--- src/rtl/seg7_scan_driver.sv ---
// Scans four BCD digits onto a multiplexed 7-segment display, with per-slot blanking, a per-frame snapshot and a blinking colon.
// an/seg/dp are registered one cycle behind slot_cnt/idx; the block is free-running and has no backpressure.
module seg7_scan_driver #(
  parameter int SCAN_DIV     = 50000,
  parameter int BLANK_CYCLES = 500,
  parameter bit COMMON_ANODE = 1'b1,
  parameter bit LZ_BLANK     = 1'b1
) (
  input  logic       clk,
  input  logic       rst_n,
  input  logic [3:0] digit1,
  input  logic [3:0] digit2,
  input  logic [3:0] digit3,
  input  logic [3:0] digit4,
  input  logic       ptflag,
  output logic [6:0] seg,
  output logic       dp,
  output logic [3:0] an,
  output logic       frame_start
);

  localparam int CW = $clog2(SCAN_DIV);
  localparam logic [CW-1:0] CNT_LAST  = CW'(SCAN_DIV - 1);
  localparam logic [CW-1:0] BLANK_END = CW'(BLANK_CYCLES);

  typedef enum logic {ST_BLANK, ST_SHOW} slot_state_t;

  logic [CW-1:0]   slot_cnt;
  logic [1:0]      idx;
  logic            cnt_last;
  logic            primed;
  logic            snap_load;
  logic [3:0][3:0] snap_d;
  logic            snap_pt;
  slot_state_t     state;
  logic [3:0]      cur_digit;
  logic [3:0]      an_act;
  logic [6:0]      seg_act;
  logic            dp_act;

  function automatic logic [6:0] decode(input logic [3:0] v);
    case (v)
      4'd0:    decode = 7'b0111111;
      4'd1:    decode = 7'b0000110;
      4'd2:    decode = 7'b1011011;
      4'd3:    decode = 7'b1001111;
      4'd4:    decode = 7'b1100110;
      4'd5:    decode = 7'b1101101;
      4'd6:    decode = 7'b1111101;
      4'd7:    decode = 7'b0000111;
      4'd8:    decode = 7'b1111111;
      4'd9:    decode = 7'b1101111;
      default: decode = 7'b1000000;
    endcase
  endfunction

  assign cnt_last  = (slot_cnt == CNT_LAST);
  // First edge after reset, then the edge that enters slot 0 of the next frame.
  assign snap_load = !primed || ((idx == 2'd3) && cnt_last);

  always_ff @(posedge clk or negedge rst_n) begin
    if (!rst_n) begin
      slot_cnt <= '0;
      idx      <= '0;
    end else if (cnt_last) begin
      slot_cnt <= '0;
      idx      <= idx + 2'd1;
    end else begin
      slot_cnt <= slot_cnt + 1'b1;
    end
  end

  always_ff @(posedge clk or negedge rst_n) begin
    if (!rst_n) begin
      primed      <= 1'b0;
      snap_d      <= '0;
      snap_pt     <= 1'b0;
      frame_start <= 1'b0;
    end else begin
      primed      <= 1'b1;
      frame_start <= snap_load;
      if (snap_load) begin
        snap_d  <= {digit4, digit3, digit2, digit1};
        snap_pt <= ptflag;
      end
    end
  end

  assign state     = (slot_cnt < BLANK_END) ? ST_BLANK : ST_SHOW;
  assign cur_digit = snap_d[idx];

  always_comb begin
    an_act  = '0;
    seg_act = '0;
    dp_act  = 1'b0;
    case (state)
      ST_SHOW: begin
        an_act  = 4'b1000 >> idx;
        seg_act = (LZ_BLANK && (idx == 2'd0) && (cur_digit == 4'd0)) ? 7'd0 : decode(cur_digit);
        dp_act  = (idx == 2'd1) && snap_pt;
      end
      default: ;
    endcase
  end

  // XOR with the polarity mask gives active-low pins for common-anode boards.
  always_ff @(posedge clk or negedge rst_n) begin
    if (!rst_n) begin
      an  <= {4{COMMON_ANODE}};
      seg <= {7{COMMON_ANODE}};
      dp  <= COMMON_ANODE;
    end else begin
      an  <= an_act ^ {4{COMMON_ANODE}};
      seg <= seg_act ^ {7{COMMON_ANODE}};
      dp  <= dp_act ^ COMMON_ANODE;
    end
  end

endmodule

--- config.mk ---
export PLATFORM = sky130hd
export DESIGN_NAME = seg7_scan_driver
export DESIGN_NICKNAME = d
export VERILOG_FILES = /design/src/rtl/seg7_scan_driver.sv
export SDC_FILE = /design/constraint.sdc
export NUM_CORES = 1
export LEC_CHECK = 0
export CORE_UTILIZATION = 30
export CTS_BUF_LIST = sky130_fd_sc_hd__clkbuf_2
export CTS_CLUSTER_DIAMETER = 100
export DETAILED_ROUTE_END_ITERATION = 8
export MAX_ROUTING_LAYER = met4
export REMOVE_ABC_BUFFERS = 1
export SYNTH_ARGS = -nofsm -noshare
export SYNTH_HDL_FRONTEND = slang
export SYNTH_SLANG_ARGS = --single-unit
--- constraint.sdc ---
create_clock -name clk -period 3.35 [get_ports clk]
set_clock_uncertainty 0.1 [all_clocks]
set_input_delay 0.67 -clock clk [delete_from_list [all_inputs] [get_ports clk]]
set_output_delay 0.67 -clock clk [all_outputs]
set_load 0.005 [all_outputs]
==> results of run 1 <==
==> registers in the layout, indices dropped and copies added, names as in the netlist <==
signal / count
idx: 2
frame_start: 1
an: 4
seg: 7
snap_pt: 1
dp: 1
snap_d: 16
primed: 1
slot_cnt: 16
==> cells in the final DEF (no fill, tap or decap), types with 3 or more instances in the layout <==
cell type	n
sky130_fd_sc_hd__nor2_1	13
sky130_fd_sc_hd__and3_1	3
sky130_fd_sc_hd__o21ai_0	10
sky130_fd_sc_hd__nand2b_1	3
sky130_fd_sc_hd__xnor2_1	8
sky130_fd_sc_hd__clkdlybuf4s50_1	30
sky130_fd_sc_hd__ha_1	10
sky130_fd_sc_hd__inv_1	9
sky130_fd_sc_hd__nand3_1	3
sky130_fd_sc_hd__dfstp_2	12
sky130_fd_sc_hd__nand4_1	5
sky130_fd_sc_hd__dfrtp_1	37
sky130_fd_sc_hd__mux4_2	4
sky130_fd_sc_hd__xor2_1	5
sky130_fd_sc_hd__mux2_4	9
sky130_fd_sc_hd__clkbuf_2	7
sky130_fd_sc_hd__nand2_1	9
sky130_fd_sc_hd__mux2_2	9
==> area by class of cell <==
cell class                      count  area [µm²]
Clock inverter                      1        3.75
Timing Repair Buffer               33         320
Clock buffer                        7        35.0
Tap cell                           99         124
Inverter                            9        33.8
Multi-Input combinational cell    116         997
Sequential cell                    49        1240
Fill cell                         722        4580
==> kinds of logic after synthesis <==
kind of cell | count (synthesis) | share of synthesized area (%)
DFF | 49 | 53.9
and+or+nand+nor | 47 | 11.6
muxes | 24 | 15.0
AOI/OAI and AO/OA | 21 | 6.08
buffers and inverters | 15 | 2.82
xor gates and xnor gates | 13 | 4.94
adders and majority gates | 10 | 5.43
other | 1 | 0.163
==> critical path, stage by stage, from the launching register on <==
cell and delay, ns:
sky130_fd_sc_hd__dfrtp_1 0.61, sky130_fd_sc_hd__mux4_2 0.60, sky130_fd_sc_hd__inv_1 0.14, sky130_fd_sc_hd__ha_1 0.16, sky130_fd_sc_hd__inv_1 0.07, sky130_fd_sc_hd__o311a_1 0.41
sky130_fd_sc_hd__o21ai_0 0.11
==> metal layers <==
layer / track usage [%] / routed length (µm) / vias to the layer above
met3: 3.29 / 173 / 2
met4: 4.76 / 34 / 0
li1: - / - / 691
met5: - / 0 / -
met2: 17.0 / 1760 / 37
met1: 15.5 / 1970 / 686
==> per-stage QoR <==
stage | worst slack (ns) | util, % | total power [mW] | cell area, µm² | hold WS (ns)
3_5_place_dp | 1.12 | 37.1 | 0.746 | 2720 | 0.311
6_report | 1.06 | 37.6 | 0.971 | 2760 | 0.293
2_1_floorplan | 0.872 | - | 0.696 | 2270 | 0.274
3_3_place_gp | 1.14 | 37.1 | 0.744 | 2720 | 0.309
5_1_grt | 0.883 | 37.6 | 1.03 | 2760 | 0.329
4_1_cts | 1.04 | 37.6 | 0.985 | 2760 | 0.315
==> final timing paths <==
kind                            slack (ns)  startpoint           to
worst max-delay path                  1.06      idx[0]       seg[2]
min in group clk                      0.34     snap_pt           dp
worst max register to register        1.06      idx[0]       seg[2]
worst min-delay path                  0.29       rst_n      snap_pt
max in group asynchronous             2.22       rst_n  slot_cnt[6]
worst min register to register        0.34     snap_pt           dp
==> where the power goes <==
part	internal (mW)	leakage (nW)	switching, mW
Combinational	0.0618	0.559	0.0441
Sequential	0.615	0.585	0.0136
Clock	0.0558	0.0306	0.180
==> flow_summary.ini, run 1 <==
[outcome]
status = finished clean

[synth]
synthTopCellsByCount = sky130_fd_sc_hd__dfrtp_1, sky130_fd_sc_hd__nor2_1, sky130_fd_sc_hd__dfstp_2
synth-seq-cells = 49
synth_top_area_share_pct = 40.2
yosys_warnings = 0
synth-async-reset-ratio_pct = 100
synth_top_area_cell = sky130_fd_sc_hd__dfrtp_1
yosysMostFrequentCell = sky130_fd_sc_hd__dfrtp_1
yosys-top-cells-area = sky130_fd_sc_hd__dfrtp_1, sky130_fd_sc_hd__dfstp_2, sky130_fd_sc_hd__mux2_4
synthesis.area_per_instance_um2 = 12.8
synth-edff-count = 0
synth_seq_area_share_pct = 53.9
synthDistinctLibCells = 40
netlist_instances = 180
postSynth.topFlopCell = sky130_fd_sc_hd__dfrtp_1
synth_area_mm2 = 0.00230

[timing]
fin_crit_sh_pct = 68.3
max-slew-margin-rel_pct = 30.6
final_max_slew_viol_count = 0
finalSetupTns_ns = 0
timing.final.setup_violations = 0
max_freq_mhz = 437
report.final.hold_viol_count = 0
post-route-min-period_ns = 2.29
slew_at_the_pin_with_the_worst_max_slew_slack_ns = 1.04
rsz_0062_raised_after_global_routing = false

[pwr]
p_leak_nw = 1.17
max-vdd-ir-drop_mv = 0.158
power.density_mw_per_mm2 = 352

[detailed_routing]
detailroute.via_count = 1416
post-route-drc-count = 0
drt_pass1_iterations = 5
drt_iter0_drc = 68
finalWirelength_um = 3940
post_drt_via_cell_ratio = 4.51
wl_per_cell_um = 12.5
antenna_violating_nets_post_route = 0

[placement]
io_port_bufs = 31
globalplace.congestion = 0.804
dpl.hpwl_um = 2800
post-place-cells = 306

[clocking]
cts_tree = done
worst_skew_pair.late_latency_ns = 0.42
cts.clk_slew.worst_paths_ns = 0.23
ctsHtreeMaxLevel = 2
ctsRootBufferMaster = sky130_fd_sc_hd__clkbuf_2
ctsLongestPathBuffers = 2
setup_bufs_post_cts = 0
post_cts_resized = 0
cts_buffers = 5
cts_sinks = 49
cts_hold_buf = 0

[grt]
grt_pass1_vias = 1404
grt.overflow.total = 0
largest_net_degree_at_the_start_of_global_routing = 50
grt_antenna_before_repair = 0
globalRouteTotalUtil_pct = 11.8
grt_pass1_wl_um = 6760

[floorplan]
core_mm2 = 0.00733
floorplan.io_pins = 32
floorplan.rows = 31
die_footprint_mm2 = 0.00803
die_w_um = 89.6
floorplan.initialDensity_pct = 31.4
die_height_um = 89.6

[worst_setup_path]
cp_data_required_time_ns = 3.59
crit_fanout = 8
ff2ff_path_depth = 6
timing_worst_setup_path_type = reg2reg
kind_of_launch_point_of_the_worst_setup_path = flip-flop
critical_path.endpoint_type = flip-flop
worst-endpoint-arrival_ns = 2.53

[cells_and_area]
syn_to_final_growth_pct = 19.6
layout.cells.non_filler = 314
antenna_cells_inserted = 0
layout.nets = 243
drive_above_1_share_pct = 22.3

[worst_hold_path]
min-delay-path-class = in2async

[run]
maxCapViolCount = 0
No activity file was read; power rests on OpenSTA's default activity.
==> run 2: changes to the inputs <==
==> constraint.sdc (replaced) <==
create_clock -name clk -period 1.9 [get_ports clk]
set_clock_uncertainty 0.1 [all_clocks]
set_input_delay 0.38 -clock clk [delete_from_list [all_inputs] [get_ports clk]]
set_output_delay 0.38 -clock clk [all_outputs]
set_load 0.005 [all_outputs]
==> run 2 against run 1 <==
The run now ends with negative setup slack left. Wire length up 9.9%. Sequential cell count did not move. Combinational power grew 130%. Utilization is 4.6 points higher. Clock power is 78% higher.
==> flow_summary.ini, run 2 (synthesis results as in run 1) <==
[cells_and_area]
largestRegisters = slot_cnt (16), snap_d (16), seg (7)
layout.cells.non_filler = 344
antenna_cells_inserted = 0
final_core_util_pct = 42.1
layout.filler_cells = 693
mostFrequentLayoutCell = sky130_fd_sc_hd__dfrtp_1
layout.nets = 273
syn_to_final_growth_pct = 34.1
drive_above_1_share_pct = 35.9
most_used_cells_in_the_layout_excluding_fill_and_tap_cells = sky130_fd_sc_hd__dfrtp_1, sky130_fd_sc_hd__buf_4, sky130_fd_sc_hd__clkdlybuf4s50_1
stdcell_area_mm2 = 0.00309

[clocking]
ctsHtreeMaxLevel = 2
worst_skew_pair.late_latency_ns = 0.42
cts_tree = done
cts_sinks = 49
ctsLongestPathBuffers = 2
ctsRootBufferMaster = sky130_fd_sc_hd__clkbuf_2
cts_buffers = 5
cts.clk_slew.worst_paths_ns = 0.23

[timing]
slew_at_the_pin_with_the_worst_max_slew_slack_ns = 0.510
rsz_0062_raised_after_global_routing = true
postLayoutSetupSlackWorst_ns = -0.154
timing.final.setup_violations = 18
max_freq_mhz = 487
max-slew-margin-rel_pct = 66.0
fin_crit_sh_pct = 108
post-route-min-period_ns = 2.05
final_max_slew_viol_count = 0
report.final.hold_viol_count = 0

[floorplan]
die_height_um = 89.6
floorplan.io_pins = 32
die_footprint_mm2 = 0.00803
floorplan.initialDensity_pct = 31.4
floorplan.rows = 31
die_w_um = 89.6
core_mm2 = 0.00733

[grt]
grt_pass1_wl_um = 7480
grt_antenna_before_repair = 0
globalRouteTotalUtil_pct = 13.0
largest_net_degree_at_the_start_of_global_routing = 29
grt.overflow.total = 0
grt_pass1_vias = 1572

[detailed_routing]
detailroute.via_count = 1532
drt_iter0_drc = 55
finalWirelength_um = 4330
antenna_violating_nets_post_route = 0
wl_per_cell_um = 12.6
drt_pass1_iterations = 4
post-route-drc-count = 0
post_drt_via_cell_ratio = 4.45

[outcome]
status = complete, but fails checks
failed_checks = negative setup slack

[placement]
postPlaceCellArea_mm2 = 0.00291
post-place-cells = 329
dpl.hpwl_um = 3140
io_port_bufs = 31
globalplace.congestion = 0.797

[pwr]
internal-power_mw = 1.33
power.switching_uw = 445
max-vdd-ir-drop_mv = 0.259
sw_frac_of_total_pct = 25.0
pwr-share-clk_pct = 23.6
p_leak_nw = 1.33
fraction_of_power_consumed_by_sequential_logic_pct = 62.3
finalPower_mw = 1.78
power.density_mw_per_mm2 = 575
power_frac_comb_pct = 14.0

[worst_hold_path]
min-delay-path-class = in2async

[worst_setup_path]
slowest_stage = sky130_fd_sc_hd__or4_4
crit_fanout = 18
crit-reg2reg-launch = slot_cnt[13]
crit_path_cell_trace = or4_4 -> nor4_4 -> a21boi_2 -> buf_12 -> mux2_4
buf_inv_on_cp = 1
cp_data_required_time_ns = 2.13
timing_worst_setup_path_type = reg2reg
worst_path_dominant_cell_family = simple AND/OR/NAND/NOR gates
worst-endpoint-arrival_ns = 2.29
critical_path.endpoint_type = flip-flop
worst_setup_path_startpoint = slot_cnt[13]
kind_of_launch_point_of_the_worst_setup_path = flip-flop
timing.critical_path.slowest_cell_delay_ns = 0.56

[run]
maxCapViolCount = 0
## run 2: changes by cell type in the layout (fill, tap and decap cells not counted), moves of 2 or more
cell	change
sky130_fd_sc_hd__o21ai_1	+4
sky130_fd_sc_hd__buf_6	+4
sky130_fd_sc_hd__o21ai_0	-8
sky130_fd_sc_hd__inv_1	-3
sky130_fd_sc_hd__o21ai_2	+4
sky130_fd_sc_hd__buf_4	+21
sky130_fd_sc_hd__buf_12	+3
sky130_fd_sc_hd__dlygate4sd2_1	+12
sky130_fd_sc_hd__inv_2	+2
sky130_fd_sc_hd__clkdlybuf4s50_1	-12
## run 2: timing repair
item / CTS / global route
resized for setup: 30 / 10
buffers inserted: 3 / 3
hold buffers: 1 / 0
endpoints found under the hold margin: 18 / 0
endpoints found under the setup margin: 37 / 26
pin swaps: 4 / 10
## run 2: layout make-up
cell class                 count  area (µm²)  area share, %
inverter                       9        36.3           1.17
tap                           99         124           4.01
timing repair buffer          63         593           19.2
clock buffer                   7        35.0           1.13
multi-input combinational    116        1060           34.2
clock inverter                 1        3.75          0.122
sequential                    49        1240           40.2
## run 2: stage by stage
stage          setup WS [ns]  setup TNS [ns]  hold WS (ns)
2_1_floorplan         -0.578          -10.82       -0.0156
3_3_place_gp          -0.157           -2.59         0.279
3_5_place_dp          -0.191           -3.18         0.286
4_1_cts               -0.135           -2.04         0.330
5_1_grt               -0.188           -3.51         0.327
6_report              -0.154           -2.31         0.323
## run 2: power by group through the flow
stage / combinational, mW / clock, mW / sequential (mW)
floorplan: 0.113 / 0 / 1.12
global placement: 0.217 / 0 / 1.12
detailed placement: 0.221 / 0 / 1.12
CTS: 0.242 / 0.433 / 1.11
global route: 0.274 / 0.488 / 1.11
finish: 0.249 / 0.420 / 1.11
## run 2: path summary, 6_finish.rpt
check,end,slack [ns],cells past startpoint
setup / recovery,snap_d[6],-0.15,5
hold / removal,snap_d[0],0.32,2
setup reg to reg,snap_d[6],-0.15,5
hold reg to reg,dp,0.36,1
max in group asynchronous,dp,0.78,3
min in group clk,dp,0.36,1
## run 2: metal layers
layer	track usage (%)	wire (µm)	vias up	part of all wire, %
met2	19.2	1970	35	46
met3	2.56	156	8	3.6
met5	-	0	-	0
met4	5.19	81	0	1.9
met1	17.5	2120	731	49
li1	-	-	758	-
